$ cat config.mk
export PLATFORM = sky130hd
export DESIGN_NAME = vga_timing_gen
export DESIGN_NICKNAME = d
export VERILOG_FILES = /design/src/rtl/vga_timing_gen.sv
export SDC_FILE = /design/constraint.sdc
export NUM_CORES = 1
export LEC_CHECK = 0
export CAP_MARGIN = 20
export CORE_ASPECT_RATIO = 0.6
export CORE_UTILIZATION = 56
export DETAILED_ROUTE_END_ITERATION = 7
export PLACE_DENSITY = 0.84
export SLEW_MARGIN = 20
export SYNTH_ARGS = -nofsm -noshare
export SYNTH_HDL_FRONTEND = slang
export SYNTH_SLANG_ARGS = --single-unit
$ cat constraint.sdc
create_clock -name clk -period 4.8 [get_ports clk]
set_clock_uncertainty 0.05 [all_clocks]
set_input_delay 1.2 -clock clk [delete_from_list [all_inputs] [get_ports clk]]
set_output_delay 1.2 -clock clk [all_outputs]
set_load 0.02 [all_outputs]
$ cat src/rtl/vga_timing_gen.sv
// Raster timing generator: free-running pixel/line counters decoded into
// registered coordinates, sync pulses, display enable and line/frame strobes.
module vga_timing_gen #(
  parameter int   H_VIS  = 1440,
  parameter int   H_FP   = 80,
  parameter int   H_SYNC = 152,
  parameter int   H_BP   = 232,
  parameter int   V_VIS  = 900,
  parameter int   V_FP   = 1,
  parameter int   V_SYNC = 3,
  parameter int   V_BP   = 28,
  parameter logic H_POL  = 1'b0,
  parameter logic V_POL  = 1'b1,
  parameter int   CW     = 11
) (
  input  logic          clk,
  input  logic          rst,
  output logic [CW-1:0] hcount,
  output logic [CW-1:0] vcount,
  output logic          hsync,
  output logic          vsync,
  output logic          de,
  output logic          line_start,
  output logic          frame_start,
  output logic [7:0]    frame_count
);

  localparam int H_TOTAL = H_VIS + H_FP + H_SYNC + H_BP;
  localparam int V_TOTAL = V_VIS + V_FP + V_SYNC + V_BP;
  localparam int HS_BEG  = H_VIS + H_FP;
  localparam int HS_END  = HS_BEG + H_SYNC;
  localparam int VS_BEG  = V_VIS + V_FP;
  localparam int VS_END  = VS_BEG + V_SYNC;

  logic [CW-1:0] h_q, h_d;
  logic [CW-1:0] v_q, v_d;
  logic          h_wrap;

  logic [CW-1:0] hcount_q, vcount_q;
  logic          hsync_q, hsync_d;
  logic          vsync_q, vsync_d;
  logic          de_q, de_d;
  logic          line_start_q, line_start_d;
  logic          frame_start_q, frame_start_d;
  logic [7:0]    frame_count_q, frame_count_d;

  // Counter stage: v only moves on the h wrap, so every output decoded from
  // v (vsync included) changes on the same edge that hcount returns to 0.
  always_comb begin
    h_wrap = (int'(h_q) == H_TOTAL - 1);
    h_d    = h_wrap ? '0 : h_q + CW'(1);
    v_d    = v_q;
    if (h_wrap) begin
      v_d = (int'(v_q) == V_TOTAL - 1) ? '0 : v_q + CW'(1);
    end
  end

  // Decode stage: everything below sees the same (h_q, v_q) pair.
  always_comb begin
    de_d          = (int'(h_q) < H_VIS) && (int'(v_q) < V_VIS);
    hsync_d       = ((int'(h_q) >= HS_BEG) && (int'(h_q) < HS_END)) ? H_POL : ~H_POL;
    vsync_d       = ((int'(v_q) >= VS_BEG) && (int'(v_q) < VS_END)) ? V_POL : ~V_POL;
    line_start_d  = (h_q == '0);
    frame_start_d = line_start_d && (v_q == '0);
    frame_count_d = frame_count_q + {7'd0, frame_start_d};
  end

  always_ff @(posedge clk) begin
    if (rst) begin
      h_q           <= '0;
      v_q           <= '0;
      hcount_q      <= '0;
      vcount_q      <= '0;
      hsync_q       <= ~H_POL;
      vsync_q       <= ~V_POL;
      de_q          <= 1'b0;
      line_start_q  <= 1'b0;
      frame_start_q <= 1'b0;
      frame_count_q <= 8'd0;
    end else begin
      h_q           <= h_d;
      v_q           <= v_d;
      hcount_q      <= h_q;
      vcount_q      <= v_q;
      hsync_q       <= hsync_d;
      vsync_q       <= vsync_d;
      de_q          <= de_d;
      line_start_q  <= line_start_d;
      frame_start_q <= frame_start_d;
      frame_count_q <= frame_count_d;
    end
  end

  assign hcount      = hcount_q;
  assign vcount      = vcount_q;
  assign hsync       = hsync_q;
  assign vsync       = vsync_q;
  assign de          = de_q;
  assign line_start  = line_start_q;
  assign frame_start = frame_start_q;
  assign frame_count = frame_count_q;

endmodule

# == Yosys cells after proc, flatten, opt, wreduce, memory -nomap -nowiden ==
# Index checks and enable logic that the tools add are counted.
# word_totals
ff_bits,57
latchBits,0
mem_bits_rw,0
romBits,0
elab_cells,31
mem_count,0
# classes
addsub,3
n_mul,0
div,0
order_cmp,6
n_eq_ne,2
shift,0
n_mux,3
n_bitwise,0
reduce_logical,7
# op_table
op,count
$add A11 B1 Y11 const B,2
$logic_not A11 Y1,2
$lt A11 B10 Y1 const B,2
$lt A11 B11 Y1 const B,2
$eq A11 B11 Y1 const B,1
$eq A11 B9 Y1 const B,1
$ge A11 B10 Y1 const B,1
$ge A11 B11 Y1 const B,1
$mux W11,1
$add A8 B1 Y8,1
$logic_and A1 B1 Y1,4
$mux W1,2
$reduce_or A2 Y1,1

# == Depth between registers and ports, before layout ==
# Gate-level depths: netlist (run 1).
# logic_depth
word_depth,3
ltp_mapped,9
ltp_nobuf,9

# == Least setup slack after synthesis (run 1) ==
# No wires, ideal clock.
# synth_path
path_kind,input -> register
from,input rst
to,"register frame_count_q[5], in the netlist frame_count[5]"
arrival_time_ns,1.795
t_required_ns,4.622
path_slack_ns,2.828
stages,3
n_path_buf,2
cell_sequence,clkbuf_1 buf_1 nor2_1
# synth_rtl
item,line,source
"start, declared",17,"input logic rst,"
"end signal, assigned",90,frame_count_q <= frame_count_d;
"end, declared",45,"logic [7:0] frame_count_q, frame_count_d;"
# No word-level cell between the ends.

==> report_table.html, run 1 <==
<table>
<tr><th>Metric</th><th>Value</th></tr>
<tr><th colspan="2">Global routing</th></tr>
<tr><td>First-pass GRT wire length</td><td>7430 microns</td></tr>
<tr><td>Maximum number of pins on one net before global-route repair</td><td>30</td></tr>
<tr><td>Total GRT Usage</td><td>23.8%</td></tr>
<tr><td>Number of global-route vias before repair</td><td>1570</td></tr>
<tr><td>Residual overflow from global routing</td><td>0</td></tr>
<tr><td>Number of antenna violations at the first check in global routing</td><td>0</td></tr>
<tr><th colspan="2">Routing</th></tr>
<tr><td>DR iter-0 viols</td><td>132</td></tr>
<tr><td>Detailed-route wire length</td><td>4420 microns</td></tr>
<tr><td>DRC</td><td>0</td></tr>
<tr><td>Number of detailed-routing iterations run before antenna repair</td><td>5</td></tr>
<tr><td>Total vias in the final route</td><td>1738</td></tr>
<tr><td>Routed len/inst</td><td>13.8 microns</td></tr>
<tr><td>Detail Route Antenna Nets</td><td>0</td></tr>
<tr><td>Via density per instance</td><td>5.41</td></tr>
<tr><th colspan="2">Setup path</th></tr>
<tr><td>Nature of the critical path startpoint</td><td>input pin</td></tr>
<tr><td>Arrival time at the worst endpoint</td><td>2.86 ns</td></tr>
<tr><td>Worst setup EP type</td><td>flop</td></tr>
<tr><td>Critical path start-end classification</td><td>input pin to flop</td></tr>
<tr><td>Data required time of the critical path</td><td>4.95 ns</td></tr>
<tr><td>Worst Path Max Fanout</td><td>29</td></tr>
<tr><th colspan="2">Layout</th></tr>
<tr><td>Final nets</td><td>279</td></tr>
<tr><td>Commonest non-fill, non-tap cell in the layout</td><td>dfxtp_1</td></tr>
<tr><td>Layout area overhead</td><td>24.8%</td></tr>
<tr><td>Ant diodes</td><td>0</td></tr>
<tr><td>Fillers</td><td>264</td></tr>
<tr><td>Ratio of cells with drive above 1 in the final layout</td><td>6.57%</td></tr>
<tr><td>Most frequent cells in the layout</td><td>dfxtp_1 (57), clkdlybuf4s50_1 (36), nor2_1 (31)</td></tr>
<tr><th colspan="2">Placement</th></tr>
<tr><td>Count of input and output buffers</td><td>36</td></tr>
<tr><td>RePlAce Congestion</td><td>0.870</td></tr>
<tr><td>DP Wirelength</td><td>3070 microns</td></tr>
<tr><th colspan="2">Power</th></tr>
<tr><td>Maximum vdd drop</td><td>264 uV</td></tr>
<tr><td>Power Total</td><td>0.904 mW</td></tr>
<tr><td>Leakage power of the design</td><td>1.02 nW</td></tr>
<tr><td>Power per cell area</td><td>327 mW/mm^2</td></tr>
<tr><th colspan="2">Clock network</th></tr>
<tr><td>Buffer depth of the longest clock path</td><td>2</td></tr>
<tr><td>Clock transition at the register clock pins on the worst setup and hold paths after CTS</td><td>0.06 ns</td></tr>
<tr><td>Clock H-tree levels</td><td>3</td></tr>
<tr><td>Hold buffer count at cts</td><td>0</td></tr>
<tr><td>Worst-Skew Late Latency</td><td>0.33 ns</td></tr>
<tr><td>PostCTS Resize Cnt</td><td>0</td></tr>
<tr><td>Setup Fix Bufs, Post-CTS</td><td>0</td></tr>
<tr><td>Clock tree root buffer cell</td><td>clkbuf_8</td></tr>
<tr><td>Number of buffers added by the clock tree synthesis step</td><td>9</td></tr>
<tr><td>CTS sink cnt</td><td>57</td></tr>
<tr><td>Clock tree from TritonCTS</td><td>built</td></tr>
<tr><th colspan="2">Synthesis</th></tr>
<tr><td>Share of flip-flops with an asynchronous set or reset</td><td>0%</td></tr>
<tr><td>Number of warnings reported in the yosys synthesis log</td><td>0</td></tr>
<tr><td>Area fraction of the dominant cell type after synthesis</td><td>51.5%</td></tr>
<tr><td>Post-synthesis average cell area</td><td>9.59 sq um</td></tr>
<tr><td>Count of flip-flops with a built-in enable after synthesis</td><td>0</td></tr>
<tr><td>Synth area leader</td><td>dfxtp_1</td></tr>
<tr><td>Main synth FF type</td><td>dfxtp_1</td></tr>
<tr><td>Syn_nets</td><td>240</td></tr>
<tr><td>Netlist cell types</td><td>37</td></tr>
<tr><td>Portion of the post-synthesis area used by sequential elements</td><td>51.5%</td></tr>
<tr><td>Number of register bits inferred by synthesis</td><td>57</td></tr>
<tr><td>Count of mapped cells out of synthesis</td><td>231</td></tr>
<tr><td>Netlist area before placement</td><td>0.00221 sq mm</td></tr>
<tr><td>Cells taking the most area after synthesis</td><td>dfxtp_1 (52%), nor2_1 (5.3%), nor2b_1 (5.1%)</td></tr>
<tr><th colspan="2">Timing</th></tr>
<tr><td>Period minus WS final</td><td>2.72 ns</td></tr>
<tr><td>Final setup violating endpoints</td><td>0</td></tr>
<tr><td>Hold Worst Slack</td><td>0.436 ns</td></tr>
<tr><td>Fmax</td><td>368 MHz</td></tr>
<tr><td>Setup TNS</td><td>0 ns</td></tr>
<tr><td>Worst slew margin relative to its limit</td><td>28.8%</td></tr>
<tr><td>Unrepaired setup endpoints after global routing</td><td>no</td></tr>
<tr><td>Number of hold-slack violations in the final timing report</td><td>0</td></tr>
<tr><td>Measured slew at the worst slew-check pin</td><td>1.06 ns</td></tr>
<tr><td>Final max-slew violation count</td><td>0</td></tr>
<tr><td>Portion of the clock cycle consumed by the worst path in the final layout</td><td>56.6%</td></tr>
<tr><th colspan="2">Floorplanning</th></tr>
<tr><td>Floorplan Core Area</td><td>0.00372 sq mm</td></tr>
<tr><td>Starting utilization of the core area</td><td>59.5%</td></tr>
<tr><td>Top Ports</td><td>37</td></tr>
<tr><td>Number of rows created at floorplan</td><td>17</td></tr>
<tr><td>Die W</td><td>83.2 microns</td></tr>
<tr><td>Die Area</td><td>0.00422 sq mm</td></tr>
<tr><td>Die outline height</td><td>50.7 microns</td></tr>
<tr><th colspan="2">Flow run</th></tr>
<tr><td>Count of max-cap constraint violations</td><td>0</td></tr>
<tr><th colspan="2">Min path</th></tr>
<tr><td>Class of the worst hold path</td><td>flop to flop</td></tr>
<tr><th colspan="2">Run status</th></tr>
<tr><td>Result of the run</td><td>finished, final reports clean</td></tr>
</table>
## critical path, stage by stage
cell and delay, ns:
clkdlybuf4s50_1 1.17, o21bai_2 0.39, nor2_1 0.09
## layout make-up
type | count | area, sq um | share of cell area (%)
clock buffer | 11 | 141 | 5.12
clock inverter | 4 | 20.0 | 0.724
inverter | 10 | 37.5 | 1.36
multi-input combinational | 155 | 997 | 36.1
sequential | 57 | 1140 | 41.3
tap | 47 | 58.8 | 2.13
timing repair buffer | 37 | 368 | 13.3
## per-stage QoR
step	cells	setup WS, ns	cell area [sq um]	utilization [%]
CTS	321	2.10	2760	74.3
floorplan	231	2.83	2210	-
detailed placement	306	1.76	2600	69.9
global placement	306	1.82	2600	69.9
finish	321	2.08	2760	74.3
global route	321	1.99	2760	74.3
## kinds of logic after synthesis
family,Yosys count,share of synthesized area (%)
and+or+nand+nor,110,28.0
DFF,57,51.5
AOI/OAI and AO/OA,20,5.99
buffers and inverters,19,3.45
xor gates and xnor gates,18,7.12
adders and majority gates,7,3.95
## cell usage after synthesis (3+ instances only)
master    count
a21oi_1       8
ha_1          7
inv_1        10
dfxtp_1      57
clkbuf_1      5
nor2_1       31
nand2_1       8
xor2_1        7
nor2b_1      18
o31ai_1       3
xnor2_1      11
and3_1        8
nor3_1        6
nor4_1        6
o21ai_0       3
nand3_1      15
## flip-flops by register name (all words and copies together) (netlist names)
signal	flops
vcount	11
hcount	11
h_q	11
v_q	11
line_start	1
vsync	1
frame_count	8
hsync	1
de	1
frame_start	1
## layer usage
metal	vias up	GRT usage (%)	share of wire [%]
li1	866	-	-
met3	5	10.4	7.7
met5	-	0	0
met1	800	31.6	48
met4	0	9.20	0.66
met2	67	34.2	43
## report_power, final
| part | internal, mW | switching (mW) | leakage [nW] | total (mW) |
|---|---|---|---|---|
| clock network | 0.194 | 0.171 | 0.0887 | 0.365 |
| logic | 0.0230 | 0.0267 | 0.474 | 0.0497 |
| registers | 0.482 | 0.00706 | 0.461 | 0.489 |
## path summary, 6_finish.rpt
path / slack (ns) / from / cells after the start / to
setup reg to reg: 2.52 / h_q[5] / 8 / frame_count[6]
hold / removal: 0.44 / h_q[0] / 1 / h_q[0]
hold reg to reg: 0.44 / h_q[0] / 1 / h_q[0]
setup / recovery: 2.08 / rst / 3 / v_q[4]
Power figures use the tool's default switching activity.
==> run 2: changes to the inputs <==
CORE_UTILIZATION = 47   (was 56)
PLACE_DENSITY = 0.76   (was 0.84)
clock period = 2.4 ns   (was 4.8 ns; I/O delays follow)
==> report_table.html, run 2 (synthesis results as in run 1) <==
<table>
<tr><th>Metric</th><th>Value</th></tr>
<tr><th colspan="2">Routing</th></tr>
<tr><td>Number of detailed-routing iterations run before antenna repair</td><td>4</td></tr>
<tr><td>DRC</td><td>0</td></tr>
<tr><td>Detailed-route wire length</td><td>4300 microns</td></tr>
<tr><td>DR iter-0 viols</td><td>60</td></tr>
<tr><td>Total vias in the final route</td><td>1739</td></tr>
<tr><td>Routed len/inst</td><td>12.7 microns</td></tr>
<tr><td>Detail Route Antenna Nets</td><td>0</td></tr>
<tr><td>Via density per instance</td><td>5.14</td></tr>
<tr><th colspan="2">Timing</th></tr>
<tr><td>Hold Worst Slack</td><td>0.428 ns</td></tr>
<tr><td>Setup TNS</td><td>0 ns</td></tr>
<tr><td>Unrepaired setup endpoints after global routing</td><td>no</td></tr>
<tr><td>Portion of the clock cycle consumed by the worst path in the final layout</td><td>89.3%</td></tr>
<tr><td>Final setup violating endpoints</td><td>0</td></tr>
<tr><td>Number of hold-slack violations in the final timing report</td><td>0</td></tr>
<tr><td>Final max-slew violation count</td><td>0</td></tr>
<tr><td>Measured slew at the worst slew-check pin</td><td>0.462 ns</td></tr>
<tr><td>Fmax</td><td>466 MHz</td></tr>
<tr><td>Period minus WS final</td><td>2.14 ns</td></tr>
<tr><td>Worst slew margin relative to its limit</td><td>68.9%</td></tr>
<tr><th colspan="2">Setup path</th></tr>
<tr><td>Critical path start-end classification</td><td>flop to flop</td></tr>
<tr><td>Worst setup EP type</td><td>flop</td></tr>
<tr><td>Arrival time at the worst endpoint</td><td>2.31 ns</td></tr>
<tr><td>Data required time of the critical path</td><td>2.57 ns</td></tr>
<tr><td>Nature of the critical path startpoint</td><td>flop</td></tr>
<tr><td>Worst Path Max Fanout</td><td>8</td></tr>
<tr><th colspan="2">Clock network</th></tr>
<tr><td>Clock tree root buffer cell</td><td>clkbuf_8</td></tr>
<tr><td>Number of buffers added by the clock tree synthesis step</td><td>9</td></tr>
<tr><td>Worst-Skew Late Latency</td><td>0.33 ns</td></tr>
<tr><td>CTS sink cnt</td><td>57</td></tr>
<tr><td>Clock transition at the register clock pins on the worst setup and hold paths after CTS</td><td>0.06 ns</td></tr>
<tr><td>Clock H-tree levels</td><td>3</td></tr>
<tr><td>Hold buffer count at cts</td><td>0</td></tr>
<tr><td>Clock tree from TritonCTS</td><td>built</td></tr>
<tr><td>Buffer depth of the longest clock path</td><td>2</td></tr>
<tr><td>Setup Fix Bufs, Post-CTS</td><td>0</td></tr>
<tr><th colspan="2">Global routing</th></tr>
<tr><td>Total GRT Usage</td><td>19.5%</td></tr>
<tr><td>Number of global-route vias before repair</td><td>1458</td></tr>
<tr><td>Maximum number of pins on one net before global-route repair</td><td>21</td></tr>
<tr><td>Residual overflow from global routing</td><td>0</td></tr>
<tr><td>Number of antenna violations at the first check in global routing</td><td>0</td></tr>
<tr><td>First-pass GRT wire length</td><td>7220 microns</td></tr>
<tr><th colspan="2">Floorplanning</th></tr>
<tr><td>Die outline height</td><td>55.2 microns</td></tr>
<tr><td>Die W</td><td>90.6 microns</td></tr>
<tr><td>Die Area</td><td>0.00500 sq mm</td></tr>
<tr><td>Top Ports</td><td>37</td></tr>
<tr><td>Starting utilization of the core area</td><td>51.5%</td></tr>
<tr><td>Number of rows created at floorplan</td><td>18</td></tr>
<tr><td>Floorplan Core Area</td><td>0.00430 sq mm</td></tr>
<tr><th colspan="2">Power</th></tr>
<tr><td>Maximum vdd drop</td><td>618 uV</td></tr>
<tr><td>Leakage power of the design</td><td>1.07 nW</td></tr>
<tr><td>Power per cell area</td><td>713 mW/mm^2</td></tr>
<tr><th colspan="2">Placement</th></tr>
<tr><td>RePlAce Congestion</td><td>0.924</td></tr>
<tr><td>DP Wirelength</td><td>3070 microns</td></tr>
<tr><td>Count of input and output buffers</td><td>36</td></tr>
<tr><th colspan="2">Min path</th></tr>
<tr><td>Class of the worst hold path</td><td>flop to flop</td></tr>
<tr><th colspan="2">Run status</th></tr>
<tr><td>Result of the run</td><td>finished, final reports clean</td></tr>
<tr><th colspan="2">Layout</th></tr>
<tr><td>Final nets</td><td>282</td></tr>
<tr><td>Commonest non-fill, non-tap cell in the layout</td><td>dfxtp_1</td></tr>
<tr><td>Layout area overhead</td><td>29.5%</td></tr>
<tr><td>Most frequent cells in the layout</td><td>dfxtp_1 (57), clkdlybuf4s50_1 (36), nor2_1 (31)</td></tr>
<tr><td>Ratio of cells with drive above 1 in the final layout</td><td>8.27%</td></tr>
<tr><td>Ant diodes</td><td>0</td></tr>
<tr><th colspan="2">Flow run</th></tr>
<tr><td>Count of max-cap constraint violations</td><td>0</td></tr>
</table>
==> run 2: layer usage <==
metal / vias up / part of all wire, % / track usage [%] / wire length, microns
met1: 783 / 53 / 27.6 / 2290
met2: 63 / 37 / 25.5 / 1580
met5: - / 0 / 0 / 0
met3: 10 / 8.3 / 7.51 / 355
met4: 0 / 1.7 / 9.41 / 73
li1: 883 / - / - / -
==> run 2: metrics by stage <==
stage	util (%)	power (mW)	instance area (sq um)	instances	setup slack, ns
after floorplan	-	1.06	2210	231	0.432
after global placement	61.4	1.10	2640	322	0.222
after detailed placement	61.4	1.10	2640	322	0.176
after CTS	66.5	2.07	2860	338	0.136
after global routing	66.7	2.13	2870	338	0.102
final	66.7	2.05	2870	338	0.256
==> run 2: power breakdown <==
group,switching [mW],internal (mW)
combinational,0.0535,0.0477
sequential,0.0147,0.965
clock,0.355,0.611
total,0.423,1.62
==> run 2: layout make-up <==
cell class | count | area, sq um
flip-flops and latches | 57 | 1140
fillers | 336 | 1430
inverters | 10 | 37.5
clock inverters | 5 | 78.8
multi-input cells | 155 | 1000
repair buffers | 40 | 390
well taps | 60 | 75.1
clock buffers | 11 | 141
==> run 2: what timing repair did <==
action	4_1_cts	5_1_grt
hold endpoints to repair	0	0
gates resized for setup	0	1
endpoints found under the setup margin	0	1
==> run 2: path summary, 6_finish.rpt <==
kind                from             end  slack, ns  cells past startpoint
hold reg to reg   h_q[0]          h_q[0]       0.43                      1
hold / removal    h_q[0]          h_q[0]       0.43                      1
setup / recovery  h_q[5]  frame_count[4]       0.26                      8
setup reg to reg  h_q[5]  frame_count[4]       0.26                      8
==> run 2: worst max-delay path: stages, from the launching register on <==
cell     delay, ns
dfxtp_1       0.39
nor4_2        0.37
and4b_1       0.26
and4_1        0.21
ha_1          0.21
ha_1          0.23
nand3_1       0.11
xor2_1        0.15
nor2_1        0.05
